### config.mk
export PLATFORM = sky130hd
export DESIGN_NAME = ccff_chain_loader
export DESIGN_NICKNAME = d
export VERILOG_FILES = /design/src/rtl/ccff_loader_pkg.sv /design/src/rtl/ccff_word_serializer.sv /design/src/rtl/ccff_chain_loader.sv
export SDC_FILE = /design/constraint.sdc
export NUM_CORES = 1
export LEC_CHECK = 0
export BUFFER_PORTS_ARGS = -buffer_cell sky130_fd_sc_hd__buf_2
export CORE_UTILIZATION = 53
export DETAILED_ROUTE_END_ITERATION = 10
export PLACE_DENSITY = 0.78
export RECOVER_POWER = 25
export SLEW_MARGIN = 10
export SYNTH_ARGS = -nofsm -noshare
export SYNTH_HDL_FRONTEND = slang
export SYNTH_HIERARCHICAL = 1
export SYNTH_SLANG_ARGS = --single-unit
### constraint.sdc
create_clock -name prog_clk -period 2.1 [get_ports prog_clk]
set_input_delay 0.21 -clock prog_clk [delete_from_list [all_inputs] [get_ports prog_clk]]
set_output_delay 0.21 -clock prog_clk [all_outputs]
set_load 0.05 [all_outputs]
### src/rtl/ccff_loader_pkg.sv
// Shared definitions for the configuration-chain loader: state encodings and
// the bit-counter width helper.
package ccff_loader_pkg;

    typedef logic [1:0] state_t;

    localparam state_t ST_IDLE  = 2'd0;
    localparam state_t ST_FETCH = 2'd1;
    localparam state_t ST_SHIFT = 2'd2;
    localparam state_t ST_DONE  = 2'd3;

    // Wide enough to hold the value chain_len itself, not just chain_len-1.
    function automatic int cnt_width(input int chain_len);
        return $clog2(chain_len + 1);
    endfunction

endpackage

### src/rtl/ccff_word_serializer.sv
// Word-to-bit serializer: a right-shifting register whose LSB is the chain
// head flop, plus a bit index that flags the last bit of the current word.
module ccff_word_serializer #(
    parameter int WORD_W = 8
) (
    input  logic              clk,
    input  logic              rst_n,
    input  logic              load,
    input  logic              advance,
    input  logic              clear,
    input  logic [WORD_W-1:0] word,
    output logic              bit_out,
    output logic              last_bit
);

    localparam int IDX_W = (WORD_W > 1) ? $clog2(WORD_W) : 1;

    logic [WORD_W-1:0] shreg;
    logic [IDX_W-1:0]  idx;

    always_ff @(posedge clk or negedge rst_n) begin
        if (!rst_n) begin
            shreg <= '0;
            idx   <= '0;
        end else if (clear) begin
            // Pass ended mid-word: drop the unsent upper bits so the head returns to 0.
            shreg <= '0;
            idx   <= '0;
        end else if (load) begin
            shreg <= word;
            idx   <= '0;
        end else if (advance) begin
            shreg <= shreg >> 1;
            idx   <= last_bit ? '0 : idx + IDX_W'(1);
        end
    end

    assign bit_out  = shreg[0];
    assign last_bit = (idx == IDX_W'(WORD_W - 1));

endmodule

### src/rtl/ccff_chain_loader.sv
// Initiator end of the ccff configuration chain: takes bitstream words over
// valid/ready and shifts them LSB-first onto the chain head.
// Optional readback compare of ccff_tail is enabled by CCFF_READBACK_EN.
//
// state | meaning
// IDLE  | out of reset, waiting for start
// FETCH | word_ready high, waiting for the next bitstream word
// SHIFT | one live bit on ccff_head per cycle, chain clock enabled
// DONE  | CHAIN_LEN bits shifted, done held until the next start
module ccff_chain_loader
    import ccff_loader_pkg::*;
#(
    parameter  int CHAIN_LEN = 4096,
    parameter  int WORD_W    = 8,
    localparam int CNT_W     = cnt_width(CHAIN_LEN)
) (
    input  logic              prog_clk,
    input  logic              pReset,
    input  logic              start,
    input  logic [WORD_W-1:0] word_in,
    input  logic              word_valid,
    output logic              word_ready,
    output logic              ccff_head,
    output logic              chain_shift_en,
    input  logic              ccff_tail,
    output logic              busy,
    output logic              done,
    output logic [CNT_W-1:0]  bit_count
`ifdef CCFF_READBACK_EN
    ,
    input  logic              verify,
    output logic              mismatch,
    output logic [CNT_W-1:0]  mismatch_count
`endif
);

    state_t state_q;
    state_t state_d;
    logic   accept_start;
    logic   handshake;
    logic   shifting;
    logic   last_count;
    logic   last_bit;

    assign accept_start = start && ((state_q == ST_IDLE) || (state_q == ST_DONE));
    assign handshake    = (state_q == ST_FETCH) && word_valid;
    assign shifting     = (state_q == ST_SHIFT);
    assign last_count   = (bit_count == CNT_W'(CHAIN_LEN - 1));

    always_comb begin
        state_d = state_q;
        case (state_q)
            ST_IDLE,
            ST_DONE:  if (start)      state_d = ST_FETCH;
            ST_FETCH: if (word_valid) state_d = ST_SHIFT;
            ST_SHIFT: begin
                if (last_count)    state_d = ST_DONE;
                else if (last_bit) state_d = ST_FETCH;
            end
            default:               state_d = ST_IDLE;
        endcase
    end

    always_ff @(posedge prog_clk or negedge pReset) begin
        if (!pReset) state_q <= ST_IDLE;
        else         state_q <= state_d;
    end

    always_ff @(posedge prog_clk or negedge pReset) begin
        if (!pReset) begin
            bit_count <= '0;
        end else if (accept_start) begin
            bit_count <= '0;
        end else if (shifting && (bit_count != CNT_W'(CHAIN_LEN))) begin
            bit_count <= bit_count + CNT_W'(1);
        end
    end

    ccff_word_serializer #(
        .WORD_W (WORD_W)
    ) u_serializer (
        .clk      (prog_clk),
        .rst_n    (pReset),
        .load     (handshake),
        .advance  (shifting),
        .clear    (shifting && last_count),
        .word     (word_in),
        .bit_out  (ccff_head),
        .last_bit (last_bit)
    );

    assign word_ready     = (state_q == ST_FETCH);
    assign chain_shift_en = shifting;
    assign busy           = (state_q == ST_FETCH) || (state_q == ST_SHIFT);
    assign done           = (state_q == ST_DONE);

`ifdef CCFF_READBACK_EN
    logic verify_q;

    // On a verify pass the tail presents the bit loaded at the same index last pass.
    always_ff @(posedge prog_clk or negedge pReset) begin
        if (!pReset) begin
            verify_q       <= 1'b0;
            mismatch       <= 1'b0;
            mismatch_count <= '0;
        end else if (accept_start) begin
            verify_q       <= verify;
            mismatch       <= 1'b0;
            mismatch_count <= '0;
        end else if (shifting && verify_q && (ccff_tail != ccff_head)) begin
            mismatch <= 1'b1;
            if (mismatch_count != {CNT_W{1'b1}})
                mismatch_count <= mismatch_count + CNT_W'(1);
        end
    end
`else
    logic unused_tail;
    assign unused_tail = ccff_tail;
`endif

endmodule

[Word level (Yosys, flattened, before mapping)]
Index checks and enable logic that the tools add are counted.
Word-level totals
  bits in registers: 26
  bits in latches: 0
  memory bits (writable): 0
  memory bits (read-only): 0
  input port bits: 13
  output and inout port bits: 18
  word-level logic and storage cells: 40
  memories kept: 0
Cells by class
  add/sub/neg operators: 2
  multiply operators: 0
  div/mod/pow operators: 0
  $lt $le $gt $ge: 0
  equal/unequal tests: 9
  shift-type cells: 0
  muxes and demuxes: 14
  bitwise operators: 0
  reductions and logical operators: 11
Operator list (count)
  $mux 13: 2
  $mux 8: 3
  $add 13x1->13 const B: 1
  $eq 13x12->1 const B: 1
  $ne 13x13->1 const B: 1
  $mux 3: 4
  $mux 2: 4
  $pmux 2 s3: 1
  $eq 2x2->1 const B: 2
  $logic_and 1x1->1: 4
  $ne 2x2->1 const B: 2
  $add 3x1->3 const B: 1
  $eq 3x3->1 const B: 1
  $ne 3x1->1 const B: 1
  $reduce_and 3->1: 1
  $reduce_bool 3->1: 1
  $eq 2x1->1 const B: 1
  $logic_not 2->1: 1
  $logic_or 1x1->1: 2
  $reduce_bool 2->1: 1
  $reduce_or 2->1: 1

[Longest topological paths before layout]
Gate-level depths: netlist of the first run.
  depth after elaboration: 5
  gate-level depth with buffers: 7
  gate-level depth less buffers: 6

[By module]
The synthesis of the first run kept the hierarchy.
By module, submodules not included
  ccff_chain_loader: instances 1, cells an instance 98, area an instance 910.9 um^2, sequential area each 375.4 um^2
  ccff_word_serializer: instances 1, cells an instance 48, area an instance 565.5 um^2, sequential area each 275.3 um^2

[Least setup slack after synthesis of the first run]
Ideal clock, no wire load.
  path kind: register to register
  start: register bit_count[1]
  end: register u_serializer.idx[1]
  setup time: 136 ps
  arrival: 2203 ps
  required time: 1964 ps
  slack: -239 ps
  cell stages (with the launch flop): 7
  path buffers: 1
  period minus slack after synthesis: 2339 ps
  cells stage by stage: dfrtp_1 -> ha_1 -> nand4_1 -> or2_2 -> nor4_1 -> clkbuf_1 -> nor3_1
Between the ends
  cells in the longest elaborated chain, start to end: 3
  elaborated cells on any way between the ends: 4
  classes of those cells: eq/ne (1); mux (1); reduce/logical (2)
RTL lines
  start: declaration: RTL line ccff_chain_loader.sv:28  | output logic [CNT_W-1:0] bit_count
  start signal: assignment: RTL line ccff_chain_loader.sv:75  | bit_count <= bit_count + CNT_W'(1);
  $eq 13x12->1 *: RTL line ccff_chain_loader.sv:48  | assign last_count = (bit_count == CNT_W'(CHAIN_LEN - 1));
  $logic_and 1x1->1 *: RTL line ccff_chain_loader.sv:86  | .clear (shifting && last_count),
  $reduce_bool 3->1 (no source line) or $mux 3 (tied branches)
  end signal: assignment: RTL line ccff_word_serializer.sv:34  | idx <= last_bit ? '0 : idx + IDX_W'(1);
  end: declaration: RTL line ccff_word_serializer.sv:19  | logic [IDX_W-1:0] idx;
Mark *: on every way between the ends. The rest lies on a longest branch, timed or not.
A chain may end at the register's enable or synchronous reset.

[Worst setup path in the final report of the first run]
  start: register state_q[0]
  end: output chain_shift_en
Between the ends
  cells in the longest elaborated chain, start to end: 1
RTL lines
  start: declaration: RTL line ccff_chain_loader.sv:37  | state_t state_q;
  start signal: assignment: RTL line ccff_chain_loader.sv:66  | else state_q <= state_d;
  $eq 2x2->1: RTL line ccff_chain_loader.sv:47  | assign shifting = (state_q == ST_SHIFT);
  end: declaration: RTL line ccff_chain_loader.sv:24  | output logic chain_shift_en,
Every way passes these cells.

==> impl_metrics.env, run 1 <==
export IMPL_status="completed"
export IMPL_layout_common_cells="buf_2 (28), dfrtp_1 (24), nor2_1 (14)"
export IMPL_cts_htree_levels=1
export IMPL_syn_num_nets=166
export IMPL_gp_congestion=0.808
export IMPL_fmax_ghz=0.534
export IMPL_setup_violations=0
export IMPL_dieArea_um2=3000
export IMPL_worstMarginPinSlew_ns=1.42
export IMPL_grtUsageTotal=0.229
export IMPL_ys_types=32
export IMPL_drc=0
export IMPL_yosysTopAreaCellShare=0.441
export IMPL_io_buffer_count=29
export IMPL_initial_core_util=0.580
export IMPL_syn_avg_cell_area_um2=10.1
export IMPL_ys_top_cells_by_area="dfrtp_1 (44%), mux2i_1 (7.5%), ha_1 (5.9%), xnor2_1 (4.2%), a211oi_1 (3.6%)"
export IMPL_worstSetupStartpointType="register"
export IMPL_design_core_area_um2=2540
export IMPL_rows=18
export IMPL_antenna_found_initial=0
export IMPL_synth_top_area_cell="dfrtp_1"
export IMPL_cp_end_kind="primary output"
export IMPL_drt_antenna_violating_nets=0
export IMPL_clock_latency_ns=0.32
export IMPL_cts_num_sinks=26
export IMPL_grt_max_degree=27
export IMPL_routed_wirelength_um=3080
export IMPL_die_h_um=54.8
export IMPL_drv_cap=0
export IMPL_final_setup_skew_ns=0.0102
export IMPL_avgViaCountPerCell=5.71
export IMPL_grt_first_pass_wirelength_um=4870
export IMPL_rsz0062_at_grt="no"
export IMPL_hpwl_um=2330
export IMPL_die_x_um=54.8
export IMPL_post_dp_cell_area_um2=1670
export IMPL_drtIter0Drc=29
export IMPL_cts_tree="done"
export IMPL_ys_seq_area_frac=0.441
export IMPL_via_count=1199
export IMPL_hold_viol_final=0
export IMPL_synth_cells=146
export IMPL_arrival_ns=1.66
export IMPL_clockBufferDepth=2
export IMPL_power_uw=1910
export IMPL_power_density_nw_per_um2=1120
export IMPL_syn_area_um2=1480
export IMPL_wl_per_cell_um=14.6
export IMPL_setup_tns_final_ns=0
export IMPL_syn_to_final_growth_pct=16.1
export IMPL_fin_crit_sh=0.892
export IMPL_hp_class="in -> reg"
export IMPL_crit_fanout=11
export IMPL_fin_crit_ns=1.87
export IMPL_final_common_cell="buf_2"
export IMPL_cts_root_buf="clkbuf_4"
export IMPL_synth_warnings=6
export IMPL_critical_path_class="reg -> out"
export IMPL_io_pins=31
export IMPL_slew_headroom=0.0505
export IMPL_drive_gt1_frac=0.256
export IMPL_nets=201
export IMPL_leakage_uw=0.000785
export IMPL_grt_pass1_vias=1098
export IMPL_diodes=0
export IMPL_stdcell_area_um2=1710
export IMPL_cts_made_buffers=3
export IMPL_ys_seq_elements=26
export IMPL_clkTransAtPathRegs_ns=0.14
export IMPL_vdd_ir_drop_max_uv=936
export IMPL_overflow=0
export IMPL_finalMaxSlewViolations=0
export IMPL_first_pass_iters=4
export IMPL_critPathRequiredTime_ns=1.89
-- timing repair --
action / in CTS / in global routing
endpoints found under the setup margin: 0 / 0
endpoints found under the hold margin: 26 / 0
setup buffers: 0 / 0
gates resized for setup: 0 / 0
hold buffers: 1 / 0
-- report_power, final --
| part | internal, uW | switching (uW) |
|---|---|---|
| sequential | 626 | 80.4 |
| clock | 106 | 145 |
| combinational | 354 | 602 |
-- critical path: stages (launching register included) --
cell     delay, ns
dfrtp_1       0.43
inv_1         0.09
ha_2          0.31
buf_4         0.24
buf_2         0.29
-- path summary, 6_finish.rpt --
check                                               endpoint  slack (ns)                            start  cells after the start
min in group asynchronous           bit_count[2]$_DFFE_PN0P_        0.74                           pReset                      2
min                        u_serializer/shreg[7]$_DFFE_PN0P_        0.14                       word_in[7]                      3
max                                           chain_shift_en        0.23           state_q[0]$_DFFE_PN0P_                      4
min reg2reg                  u_serializer/idx[1]$_DFFE_PN0P_        0.60  u_serializer/idx[1]$_DFFE_PN0P_                      2
max in group asynchronous           bit_count[0]$_DFFE_PN0P_        0.44                           pReset                      2
max reg2reg                         bit_count[1]$_DFFE_PN0P_        0.25         bit_count[0]$_DFFE_PN0P_                      6
-- cells in the mapped netlist, drive strengths merged --
cell type,number
a211oi,8
a21oi,4
a22o,1
and2,1
buf,4
clkbuf,2
dfrtp,26
ha,7
inv,9
mux2i,11
nand2,5
nand2b,2
nand3,6
nand4,4
nor2,14
nor2b,8
nor3,5
nor4,6
o21ai,3
o31ai,2
o41ai,1
or2,1
or3,2
or3b,2
or4,1
or4b,2
xnor2,7
xor2,2
-- flip-flops by register name (all words and copies together) (netlist names) --
| name | cells |
|---|---|
| bit_count | 13 |
| state_q | 2 |
| u_serializer/idx | 3 |
| u_serializer/shreg | 8 |
-- per-layer routing --
layer	wire (um)	up-vias	global-route usage
li1	-	585	-
met1	1470	583	0.317
met2	1470	29	0.371
met3	113	2	0.0250
met4	16	0	0.0684
met5	0	-	0
-- layout make-up --
class / instances / area, um^2
timing repair buffer: 36 / 199
multi-input combinational: 105 / 754
tap: 30 / 37.5
fill: 210 / 831
sequential: 26 / 653
clock buffer: 4 / 36.3
inverter: 9 / 33.8
-- metrics by stage --
step                      hold WS [ns]  cells   util  worst slack, ns
final                            0.137    210  0.674            0.228
after global routing             0.127    210  0.674            0.103
after CTS                        0.123    210  0.674            0.209
after detailed placement         0.251    205  0.656            0.281
after global placement           0.237    205  0.656            0.331
after floorplan                -0.0856    146      -           0.0291
-- cells by family after synthesis --
family / after synthesis / share of synthesized area
buffers and inverters: 15 / 0.0500
flip-flops: 26 / 0.441
XOR/XNOR: 9 / 0.0534
AO/OA/AOI/OAI: 19 / 0.0992
AND/OR/NAND/NOR: 59 / 0.223
adder cells (fa/ha/maj): 7 / 0.0593
multiplexers: 11 / 0.0746
(Power assumes the default switching activity.)
==> run 2: changes to the inputs <==
--- a/config.mk
+++ b/config.mk
@@ -13,5 +13,4 @@
 export SLEW_MARGIN = 10
 export SYNTH_ARGS = -nofsm -noshare
 export SYNTH_HDL_FRONTEND = slang
-export SYNTH_HIERARCHICAL = 1
 export SYNTH_SLANG_ARGS = --single-unit
==> impl_metrics.env, run 2 <==
export IMPL_status="completed"
export IMPL_die_h_um=53.8
export IMPL_cts_root_buf="clkbuf_4"
export IMPL_hp_class="in -> reg"
export IMPL_syn_avg_cell_area_um2=9.60
export IMPL_vdd_ir_drop_max_uv=858
export IMPL_hpwl_um=2220
export IMPL_grt_busiest_layer="met2"
export IMPL_cp_end_kind="primary output"
export IMPL_reg2reg_depth=6
export IMPL_gr_usage_met3=0.0282
export IMPL_final_common_cell="buf_2"
export IMPL_clock_latency_ns=0.32
export IMPL_largest_reg_flops=13
export IMPL_arrival_ns=1.77
export IMPL_dieArea_um2=2890
export IMPL_ys_types=36
export IMPL_ys_seq_elements=26
export IMPL_final_setup_skew_ns=0.00787
export IMPL_n_fill_cell=225
export IMPL_overflow=0
export IMPL_post_dp_cell_area_um2=1590
export IMPL_synth_cells=148
export IMPL_cts_num_sinks=26
export IMPL_routed_wirelength_um=2970
export IMPL_finalMaxSlewViolations=0
export IMPL_initial_core_util=0.568
export IMPL_critPathRequiredTime_ns=1.89
export IMPL_synth_top_area_cell="dfrtp_1"
export IMPL_drt_antenna_violating_nets=0
export IMPL_rows=18
export IMPL_rsz0062_at_grt="no"
export IMPL_worstMarginPinSlew_ns=1.38
export IMPL_first_pass_iters=4
export IMPL_layout_common_cells="buf_2 (28), dfrtp_1 (26), a21oi_1 (12)"
export IMPL_met2_usage=0.366
export IMPL_synth_warnings=0
export IMPL_io_buffer_count=29
export IMPL_crit_fanout=11
export IMPL_drive_gt1_frac=0.235
export IMPL_critical_path_class="reg -> out"
export IMPL_fmax_ghz=0.505
export IMPL_drtIter0Drc=33
export IMPL_ys_seq_area_frac=0.458
export IMPL_yosysTopAreaCellShare=0.458
export IMPL_top_register="bit_count"
export IMPL_netlist_top_cells_count="dfrtp_1 (26), a21oi_1 (12), nor2_1 (11)"
export IMPL_nets=200
export IMPL_via_count=1199
export IMPL_fin_util=0.653
export IMPL_syn_num_nets=168
export IMPL_grtUsageTotal=0.237
export IMPL_cts_setup_buffers=0
export IMPL_hold_viol_final=0
export IMPL_fin_crit_ns=1.98
export IMPL_synth_ff_type="dfrtp_1"
export IMPL_hold_depth=3
export IMPL_ys_top_cells_by_area="dfrtp_1 (46%), ha_1 (6.2%), a21oi_1 (4.2%), xnor2_1 (3.7%), o21ai_0 (3.5%)"
export IMPL_drc=0
export IMPL_yosysMostFrequentCell="dfrtp_1"
export IMPL_setup_violations=0
export IMPL_slew_headroom=0.0779
export IMPL_grt_pass1_vias=1073
export IMPL_stdcell_area_um2=1630
export IMPL_cts_htree_levels=1
export IMPL_largestRegisters="bit_count x13, u_serializer.shreg x8, u_serializer.idx x3"
export IMPL_gp_congestion=0.821
export IMPL_power_density_nw_per_um2=1120
export IMPL_die_x_um=53.8
export IMPL_cts_made_buffers=3
export IMPL_clockBufferDepth=2
export IMPL_grt_first_pass_wirelength_um=4900
export IMPL_avgViaCountPerCell=5.74
export IMPL_worstSetupStartpointType="register"
export IMPL_antenna_found_initial=0
export IMPL_fin_crit_sh=0.943
export IMPL_leakage_uw=0.000769
export IMPL_syn_to_final_growth_pct=15.0
export IMPL_synth_edf_count=0
export IMPL_drv_cap=0
export IMPL_design_core_area_um2=2500
export IMPL_cts_tree="done"
export IMPL_setup_tns_final_ns=0
export IMPL_clkTransAtPathRegs_ns=0.13
export IMPL_grt_max_degree=27
export IMPL_met1_usage=0.347
export IMPL_diodes=0
export IMPL_wl_per_cell_um=14.2
export IMPL_power_uw=1830
export IMPL_syn_area_um2=1420
export IMPL_io_pins=31
export IMPL_synthArstFlopShare=1.00
-- run 2: cell count changes after synthesis, moves of 3 or more --
| cell | change |
|---|---|
| a211oi_1 | -7 |
| a21oi_1 | +8 |
| mux2i_1 | -10 |
| nand2_1 | +5 |
| nor2_1 | -3 |
| nor2b_1 | -8 |
| o21ai_0 | +7 |
| o22ai_1 | +7 |
-- run 2: area by class of cell --
type	instances	area (um^2)	share of cell area
Sequential cell	26	651	0.398
Timing Repair Buffer	33	176	0.108
Tap cell	30	37.5	0.0230
Multi-Input combinational cell	107	698	0.428
Inverter	9	33.8	0.0207
Clock buffer	4	36.3	0.0222
-- run 2: what timing repair did --
item                                   CTS  global route
hold buffers                             1             0
resized for setup                        0             0
endpoints found under the hold margin   26             0
-- run 2: path summary, 6_finish.rpt --
path | slack, ns | from | to
min in group asynchronous | 0.71 | pReset | bit_count[9]$_DFFE_PN0P_
setup reg to reg | 0.15 | state_q[0]$_DFFE_PN0P_ | bit_count[11]$_DFFE_PN0P_
setup / recovery | 0.12 | state_q[0]$_DFFE_PN0P_ | chain_shift_en
hold / removal | 0.15 | word_in[7] | u_serializer.shreg[7]$_DFFE_PN0P_
hold reg to reg | 0.53 | u_serializer.idx[0]$_DFFE_PN0P_ | u_serializer.idx[0]$_DFFE_PN0P_
max in group asynchronous | 0.58 | pReset | u_serializer.shreg[5]$_DFFE_PN0P_
-- run 2: metal layers --
metal  share of wire  routed length [um]
met1            0.48                1430
met2            0.47                1390
met3           0.044                 132
met4          0.0084                  25
met5               0                   0
-- run 2: kinds of logic (layout without fill, tap and decap cells) --
family	after synthesis	in the layout	share of synthesized area
muxes	1	1	0.00705
adders and majority gates	7	7	0.0617
DFF	26	26	0.458
xor gates and xnor gates	9	9	0.0555
AOI/OAI and AO/OA	39	39	0.168
and+or+nand+nor	51	51	0.199
buffers and inverters	15	46	0.0502
-- run 2: critical path, stage by stage, from the launching register on --
cell and delay [ns]:
dfrtp_1 0.44, inv_1 0.08, ha_1 0.41, buf_4 0.24, buf_2 0.28
-- run 2: where the power goes --
| group | internal [uW] | switching [uW] |
|---|---|---|
| clock | 106 | 146 |
| sequential | 620 | 89.9 |
| combinational | 285 | 587 |
| total | 1010 | 823 |
-- run 2: through the flow --
step | std cells | hold slack, ns | worst slack (ns)
finish | 209 | 0.146 | 0.120
global route | 209 | 0.172 | 0.0191
CTS | 209 | 0.146 | 0.134
detailed placement | 204 | 0.238 | 0.212
global placement | 204 | 0.231 | 0.279
floorplan | 148 | -0.0856 | 0.0941
